==> src/rtl/id_ex_pkg.sv <==
// id_ex_pkg: control-bundle layout, ALUOp encodings and shared widths for the ID/EX stage
package id_ex_pkg;
  localparam int CTRL_W        = 8;
  localparam int CTRL_REGWRITE = 7;
  localparam int CTRL_MEMTOREG = 6;
  localparam int CTRL_MEMREAD  = 5;
  localparam int CTRL_MEMWRITE = 4;
  localparam int CTRL_ALUSRC   = 3;
  localparam int CTRL_ALUOP_HI = 2;
  localparam int CTRL_ALUOP_LO = 1;
  localparam int CTRL_REGDST   = 0;
  localparam int REG_AW        = 5;
  localparam logic [CTRL_W-1:0] CTRL_NOP = 8'h00;
  typedef enum logic [1:0] {
    ALUOP_ADD   = 2'b00,
    ALUOP_SUB   = 2'b01,
    ALUOP_FUNCT = 2'b11
  } aluop_e;
endpackage

==> src/rtl/id_ex_hazard_detect.sv <==
// id_ex_hazard_detect: load-use detection between the load in EX and the instruction in ID
module id_ex_hazard_detect
  import id_ex_pkg::*;
(
  input  logic              ex_valid_i,
  input  logic              ex_memread_i,
  input  logic [REG_AW-1:0] ex_rt_addr_i,
  input  logic              id_valid_i,
  input  logic              use_rs_i,
  input  logic              use_rt_i,
  input  logic [REG_AW-1:0] rs_addr_i,
  input  logic [REG_AW-1:0] rt_addr_i,
  input  logic              stall_i,
  input  logic              flush_i,
  output logic              hazard_stall_o
);
  logic load_use;
  assign load_use = ex_valid_i & ex_memread_i & (ex_rt_addr_i != '0) & id_valid_i &
                    ((use_rs_i & (ex_rt_addr_i == rs_addr_i)) | (use_rt_i & (ex_rt_addr_i == rt_addr_i)));
  assign hazard_stall_o = load_use & ~flush_i & ~stall_i;
endmodule

==> src/rtl/id_ex_stage.sv <==
// id_ex_stage: ID/EX pipeline register with flush/load-use bubbles, global hold and a saturating bubble counter
module id_ex_stage
  import id_ex_pkg::*;
#(
  parameter int DATA_W = 32,
  parameter int CNT_W  = 16
) (
  input  logic              clk_i,
  input  logic              rst_n_i,
  input  logic [CTRL_W-1:0] ctrl_i,
  input  logic              id_valid_i,
  input  logic              use_rs_i,
  input  logic              use_rt_i,
  input  logic [DATA_W-1:0] pc_plus4_i,
  input  logic [DATA_W-1:0] rs_data_i,
  input  logic [DATA_W-1:0] rt_data_i,
  input  logic [DATA_W-1:0] imm_i,
  input  logic [REG_AW-1:0] rs_addr_i,
  input  logic [REG_AW-1:0] rt_addr_i,
  input  logic [REG_AW-1:0] rd_addr_i,
  input  logic              stall_i,
  input  logic              flush_i,
  output logic [CTRL_W-1:0] ex_ctrl_o,
  output logic              ex_valid_o,
  output logic [DATA_W-1:0] ex_pc_plus4_o,
  output logic [DATA_W-1:0] ex_rs_data_o,
  output logic [DATA_W-1:0] ex_rt_data_o,
  output logic [DATA_W-1:0] ex_imm_o,
  output logic [REG_AW-1:0] ex_rs_addr_o,
  output logic [REG_AW-1:0] ex_rt_addr_o,
  output logic [REG_AW-1:0] ex_rd_addr_o,
  output logic              hazard_stall_o,
  output logic [CNT_W-1:0]  bubble_cnt_o
);
  localparam int REC_W = CTRL_W + 1 + 4 * DATA_W + 3 * REG_AW;
  logic [REC_W-1:0] rec_q, rec_d, rec_load;
  logic [CNT_W-1:0] cnt_q, cnt_d;
  logic             bubble, bump;
  id_ex_hazard_detect u_hazard (
    .ex_valid_i    (ex_valid_o),
    .ex_memread_i  (ex_ctrl_o[CTRL_MEMREAD]),
    .ex_rt_addr_i  (ex_rt_addr_o),
    .id_valid_i    (id_valid_i),
    .use_rs_i      (use_rs_i),
    .use_rt_i      (use_rt_i),
    .rs_addr_i     (rs_addr_i),
    .rt_addr_i     (rt_addr_i),
    .stall_i       (stall_i),
    .flush_i       (flush_i),
    .hazard_stall_o(hazard_stall_o)
  );
  assign rec_load = {id_valid_i ? ctrl_i : CTRL_NOP, id_valid_i, pc_plus4_i, rs_data_i,
                     rt_data_i, imm_i, rs_addr_i, rt_addr_i, rd_addr_i};
  // A bubble is all-zero, so it can never carry RegWrite or MemWrite
  assign bubble = flush_i | hazard_stall_o;
  assign bump   = (flush_i & (ex_valid_o | id_valid_i)) | hazard_stall_o;
  always_comb begin
    rec_d = bubble ? '0 : stall_i ? rec_q : rec_load;
    cnt_d = (bump && cnt_q != '1) ? cnt_q + CNT_W'(1) : cnt_q;
  end
  always_ff @(posedge clk_i or negedge rst_n_i) begin
    if (!rst_n_i) begin
      rec_q <= '0;
      cnt_q <= '0;
    end else begin
      rec_q <= rec_d;
      cnt_q <= cnt_d;
    end
  end
  assign {ex_ctrl_o, ex_valid_o, ex_pc_plus4_o, ex_rs_data_o, ex_rt_data_o, ex_imm_o,
          ex_rs_addr_o, ex_rt_addr_o, ex_rd_addr_o} = rec_q;
  assign bubble_cnt_o = cnt_q;
endmodule

==> config.mk <==
export PLATFORM = sky130hd
export DESIGN_NAME = id_ex_stage
export DESIGN_NICKNAME = d
export VERILOG_FILES = /design/src/rtl/id_ex_pkg.sv /design/src/rtl/id_ex_hazard_detect.sv /design/src/rtl/id_ex_stage.sv
export SDC_FILE = /design/constraint.sdc
export NUM_CORES = 1
export LEC_CHECK = 0
export ABC_AREA = 0
export BUFFER_PORTS_ARGS = -buffer_cell sky130_fd_sc_hd__buf_4
export CELL_PAD_IN_SITES_DETAIL_PLACEMENT = 1
export CELL_PAD_IN_SITES_GLOBAL_PLACEMENT = 2
export CORE_MARGIN = 3
export CORE_UTILIZATION = 25
export DETAILED_ROUTE_END_ITERATION = 8
export PLACE_DENSITY = 0.82
export SLEW_MARGIN = 25
export SYNTH_ARGS = -nofsm -noshare
export SYNTH_HDL_FRONTEND = slang
export SYNTH_SLANG_ARGS = --single-unit
export TNS_END_PERCENT = 50
==> constraint.sdc <==
create_clock -name clk_i -period 1.81 [get_ports clk_i]
set_clock_uncertainty 0.1 [all_clocks]
set_input_delay 0.362 -clock clk_i [delete_from_list [all_inputs] [get_ports clk_i]]
set_output_delay 0.362 -clock clk_i [all_outputs]
set_load 0.02 [all_outputs]
==> flow_summary_export.csv, run 1 <==
group,metric,value,unit
clock_network,clock_sinks,168,
synth,synth_area,0.00705,mm²
global_routing,track_usage,16.8,%
floorplanning,core_area,0.0273,mm²
worst_setup_path,max_stage_delay,460,ps
worst_setup_path,crit_chain,"xnor2_2 -> nand4_1 -> o22ai_2 -> nand2_2 -> nor2_4 -> buf_6",
finish,antenna_cells,0,
global_routing,grt_max_degree,81,
placed_design,portBuffers,326,
finish,fill_cells,2988,
sta,fin_ws,-416,ps
power,ir_drop,0.524,mV
synth,yosysMostFrequentCell,"dfrtp_1",
synth,synth_top_area_cell,"dfrtp_1",
worst_setup_path,cp_slowest_cell,"dfrtp_2",
sta,slew_headroom,56.9,%
clock_network,cts_buffers,17,
floorplanning,dieArea,0.0302,mm²
worst_setup_path,criticalPathCategory,"reg2out",
routing,drcViolationCount,0,
worst_setup_path,startpoint_type,"flop",
worst_setup_path,crit_arrival,1760,ps
clock_network,cts_buffer_depth,2,
clock_network,path_clk_slew,80,ps
floorplanning,num_rows,60,
clock_network,clk_latency,420,ps
synth,ys_seq_elements,168,
synth,ys.flop_type,"dfrtp_1",
sta,setup_tns,-44400,ps
synth,synth-edff-count,0,
sta,fin_crit,2230,ps
synth,yosysUniqueCellTypes,31,
routing,via_count,6110,
finish,nNetsFinal,1159,
worst_setup_path,crit_required,1350,ps
placed_design,dpl.cell_count,1315,
routing,ant_nets,0,
worst_setup_path,critPathMaxFanout,4,
clock_network,cts_tree,"yes",
clock_network,cts_max_level,4,
worst_setup_path,end_kind,"output port",
worst_setup_path,r2r_slack,-400,ps
sta,finalCritPeriodShare,123,%
global_routing,grt_pass1_wl,40000,µm
routing,drt-vias-per-instance,4.41,
synth,syn_inst,593,
synth,synth_commonest_cells,"dfrtp_1 (168), nor2_1 (158), mux2i_1 (143), clkbuf_1 (16), xnor2_1 (16)",
finish,syn2layout_area_growth,77.2,%
global_routing,antenna_found_initial,0,
synth,yosysTopAreaCellShare,59.6,%
sta,slew_viol_final,0,
routing,post_drt_wl_per_cell,18.8,µm
global_routing,first_global_vias,6880,
routing,drt_iter0_drc,205,
synth,synth_area_leaders,"dfrtp_1 (60%), mux2i_1 (20%), nor2_1 (8.4%)",
routing,first_pass_iters,4,
synth,synth_fp_nets,752,
worst_setup_path,path_delay_family,"flip-flops",
outcome,status,"finished, violations left",
global_routing,overflow,0,
placed_design,hpwl,17900,µm
floorplanning,die_h,174,µm
floorplanning,io_pins,327,
sta,rsz0062_at_grt,"yes",
flow_run,cap_violations,0,
synth,ys_async_sr_fraction,100,%
sta,final_hold_viol_count,0,
floorplanning,fp.dieW,174,µm
placed_design,gp_congestion,0.814,
worst_setup_path,worst-path-buf-inv,1,
synth,ys_warn_count,0,
clock_network,cts_root_buffer,"clkbuf_16",
synth,avgSynthCellArea,11.9,µm²
finish,stdcell_count,1385,
hold_path,hold_path.class,"in2reg",
power,power,10.5,mW
outcome,violations,"negative setup slack",
synth,seq_area_frac_synth,59.6,%
floorplanning,initial_core_util,25.8,%
sta,finalSetupViolations,169,
sta,fmax,0.449,GHz
sta,worst_pin_slew,646,ps
power,p_leak,6.20,nW
power,power_density,837,mW/mm²
finish,drive_above_1_share,59.9,%
routing,routed_wl,26000,µm
## per-layer routing
layer  track usage, %  vias up  wire length (µm)
li1                 -     2812                 -
met1             19.6     3082             10100
met2             29.9      186             13900
met4             4.66        0               494
met3             4.98       30              1450
met5                0        -                 0
## worst register-to-register path, delay by kind of cell (launching register included)
| kind | cells | cell delay, ps |
|---|---|---|
| buffers and inverters | 6 | 780 |
| and+or+nand+nor | 2 | 200 |
| AOI/OAI and AO/OA | 2 | 410 |
| xor gates and xnor gates | 1 | 160 |
| DFF | 1 | 460 |
## report_power, final
part           internal, mW  switching [mW]
Sequential             4.03           0.197
Combinational          1.27            1.30
Clock                  1.98            1.68
Total                  7.28            3.18
## final timing paths
kind	start	endpoint	depth (start not counted)
max reg2reg	rec_q[8]	rec_q[116]	11
min	rt_data_i[23]	rec_q[70]	3
min in group asynchronous	rst_n_i	bubble_cnt_o[0]	2
min reg2reg	rec_q[119]	rec_q[119]	2
max	rec_q[8]	hazard_stall_o	6
max in group asynchronous	rst_n_i	rec_q[112]	3
## sequential cells by signal, summed over array words and instances (netlist names)
signal / cells
rec_q: 152
bubble_cnt_o: 16
## timing repair
| action | CTS | global route |
|---|---|---|
| gates cloned | 10 | 1 |
| pin swaps | 67 | 64 |
| buffers inserted | 27 | 4 |
| hold buffers | 1 | 0 |
| endpoints found under the setup margin | 136 | 169 |
| resized for setup | 91 | 157 |
| endpoints found under the hold margin | 162 | 0 |
## through the flow
stage               hold WS, ps  instance area [µm²]  util, %  setup slack, ps
CTS                        54.6                11900     43.7             -464
finish                     74.0                12500     45.7             -416
floorplan                 -33.6                 7100        -            -81.2
global route               62.3                12500     45.7             -489
global placement           87.4                10500     38.3             -207
detailed placement         88.9                10500     38.3             -261
## area by class of cell
cell class | instances | area [µm²] | area share, %
inverters | 4 | 15.0 | 0.120
clock buffers | 19 | 443 | 3.55
flip-flops and latches | 168 | 4220 | 33.8
multi-input cells | 384 | 3450 | 27.6
well taps | 372 | 465 | 3.73
clock inverters | 13 | 136 | 1.09
repair buffers | 425 | 3770 | 30.2
## cell usage in the layout (no fill, tap or decap), types with 11 or more instances in the layout
cell type    n
buf_12      20
buf_4      368
buf_6       18
clkbuf_16   18
dfrtp_1    158
mux2i_1    143
nor2_1      49
nor2_2      55
nor2_4      54
xnor2_1     11
## kinds of logic (layout without fill, tap and decap cells)
| family | Yosys count | in the layout | share of synthesized area, % |
|---|---|---|---|
| buf+inv | 41 | 461 | 2.79 |
| flops | 168 | 168 | 59.6 |
| compound gates | 15 | 15 | 1.78 |
| mux | 145 | 145 | 20.6 |
| xor+xnor | 24 | 24 | 2.98 |
| simple gates | 199 | 199 | 12.0 |
| fa+ha+maj | 1 | 1 | 0.177 |
(Power assumes the default switching activity.)
==> run 2, diff against run 1 <==
Settings changed: PLACE_DENSITY 0.82 to 0.85.
==> flow_summary_export.csv, run 2 (synthesis gave the netlist of run 1 again) <==
group,metric,value,unit
outcome,status,"finished, violations left",
outcome,violations,"negative setup slack",
clock_network,path_clk_slew,80,ps
routing,drt-vias-per-instance,4.48,
global_routing,antenna_found_initial,0,
finish,layout_commonest_cell,"buf_4",
finish,regMostFlops,"rec_q",
sta,fin_crit,2200,ps
sta,setup_tns,-30080,ps
sta,final_hold_viol_count,0,
finish,final_core_util,45.9,%
power,p_leak,6.21,nW
finish,syn2layout_area_growth,78.0,%
routing,ant_nets,0,
placed_design,gp_congestion,0.823,
global_routing,track_usage,17.5,%
global_routing,overflow,0,
sta,fmax,0.454,GHz
floorplanning,core_area,0.0273,mm²
worst_setup_path,criticalPathCategory,"reg2out",
placed_design,dpl_worst_slack,-226,ps
sta,slew_headroom,69.7,%
sta,finalCritPeriodShare,122,%
flow_run,cap_violations,0,
routing,via_count,6183,
floorplanning,io_pins,327,
placed_design,hpwl,18000,µm
finish,stdcell_count,1380,
finish,multi_input_area,0.00354,mm²
sta,holdWs,77.3,ps
placed_design,portBuffers,326,
floorplanning,num_rows,60,
routing,post_drt_wl_per_cell,19.6,µm
finish,largest_register_ffs,152,
finish,fill_cells,2953,
floorplanning,fp.dieW,174,µm
hold_path,hold_path.class,"in2reg",
clock_network,cts_max_level,4,
finish,most-common-layout-cells,"buf_4 (371), dfrtp_1 (158), mux2i_1 (143), nor2_4 (75), nor2_1 (49)",
hold_path,min_to,"rec_q[29]",
hold_path,hold_depth,3,
worst_setup_path,reg2reg_from,"rec_q[6]",
clock_network,cts_buffer_depth,2,
sta,fin_ws,-393,ps
routing,drcViolationCount,0,
power,power,10.4,mW
clock_network,cts_root_buffer,"clkbuf_16",
clock_network,clk_latency,420,ps
worst_setup_path,startpoint_type,"flop",
routing,drt_iter0_drc,255,
worst_setup_path,crit_arrival,1740,ps
sta,slew_viol_final,0,
finish,seq_area,0.00422,mm²
placed_design,dpl.cell_count,1309,
worst_setup_path,r2r_slack,-320,ps
global_routing,first_global_vias,6922,
clock_network,cts_buffers,17,
worst_setup_path,reg2reg_to,"rec_q[44]",
global_routing,grt_pass1_wl,41600,µm
worst_setup_path,crit_required,1350,ps
floorplanning,initial_core_util,25.8,%
power,ir_drop,0.522,mV
finish,finish.instance_area,0.0125,mm²
power,power_density,828,mW/mm²
routing,first_pass_iters,4,
routing,routed_wl,27100,µm
clock_network,cts_tree,"yes",
finish,antenna_cells,0,
finish,nNetsFinal,1154,
global_routing,grt_max_degree,42,
sta,rsz0062_at_grt,"yes",
sta,worst_pin_slew,455,ps
sta,finalSetupViolations,169,
placed_design,placed_area,0.0104,mm²
floorplanning,dieArea,0.0302,mm²
worst_setup_path,critPathMaxFanout,4,
floorplanning,die_h,174,µm
finish,drive_above_1_share,59.7,%
worst_setup_path,end_kind,"output port",
worst_setup_path,reg2reg_depth,12,
hold_path,hold_start,"imm_i[14]",
clock_network,clock_sinks,168,
==> run 2: cell count changes in the layout (fill, tap and decap cells not counted), moves of 3 or more <==
cell    delta
buf_8      -6
buf_16     +3
buf_4      +3
buf_6      -9
buf_12     +4
nor2_2    -21
nor2_4    +21
==> run 2: worst max-delay path by stage <==
stage,from,to,slack [ps],cells past startpoint
final,rec_q[5],hazard_stall_o,-390,6
after global routing,rec_q[5],hazard_stall_o,-520,6
after CTS,rec_q[7],hazard_stall_o,-420,6
after detailed placement,rs_addr_i[2],bubble_cnt_o[7],-230,8
after global placement,rs_addr_i[4],bubble_cnt_o[6],-200,7
after floorplan,bubble_cnt_o[0],bubble_cnt_o[1],-80,5
==> run 2: final cells by class <==
class / instances / share of cell area (%)
Clock buffer: 19 / 3.45
Tap cell: 372 / 3.71
Timing Repair Buffer: 420 / 30.0
Inverter: 4 / 0.120
Multi-Input combinational cell: 384 / 28.2
Clock inverter: 13 / 0.898
Sequential cell: 168 / 33.6
==> run 2: repair_timing <==
action,4_1_cts,5_1_grt
hold buffers,1,0
endpoints found under the setup margin,166,169
cloned,14,1
buffers inserted,21,10
hold endpoints to repair,24,0
gates resized for setup,120,152
pin swaps,59,63
==> run 2: per-layer routing <==
metal	up-vias	wire length (µm)	global-route usage [%]	part of all wire [%]
met5	-	0	0	0
met4	0	523	4.59	1.9
met3	32	1550	4.87	5.7
met2	184	14100	30.8	52
met1	3154	10800	21.2	40
li1	2813	-	-	-
==> run 2: worst max-delay path, cell delays in order, from the launching register on <==
cell	delay, ps
dfrtp_2	470
xnor2_2	180
nand2_1	80
o22ai_2	200
nand2_1	90
nor2_2	160
buf_6	140
==> run 2: power by group <==
part,internal (mW),switching (mW)
Sequential,4.03,0.199
Clock,1.80,1.71
Combinational,1.30,1.34
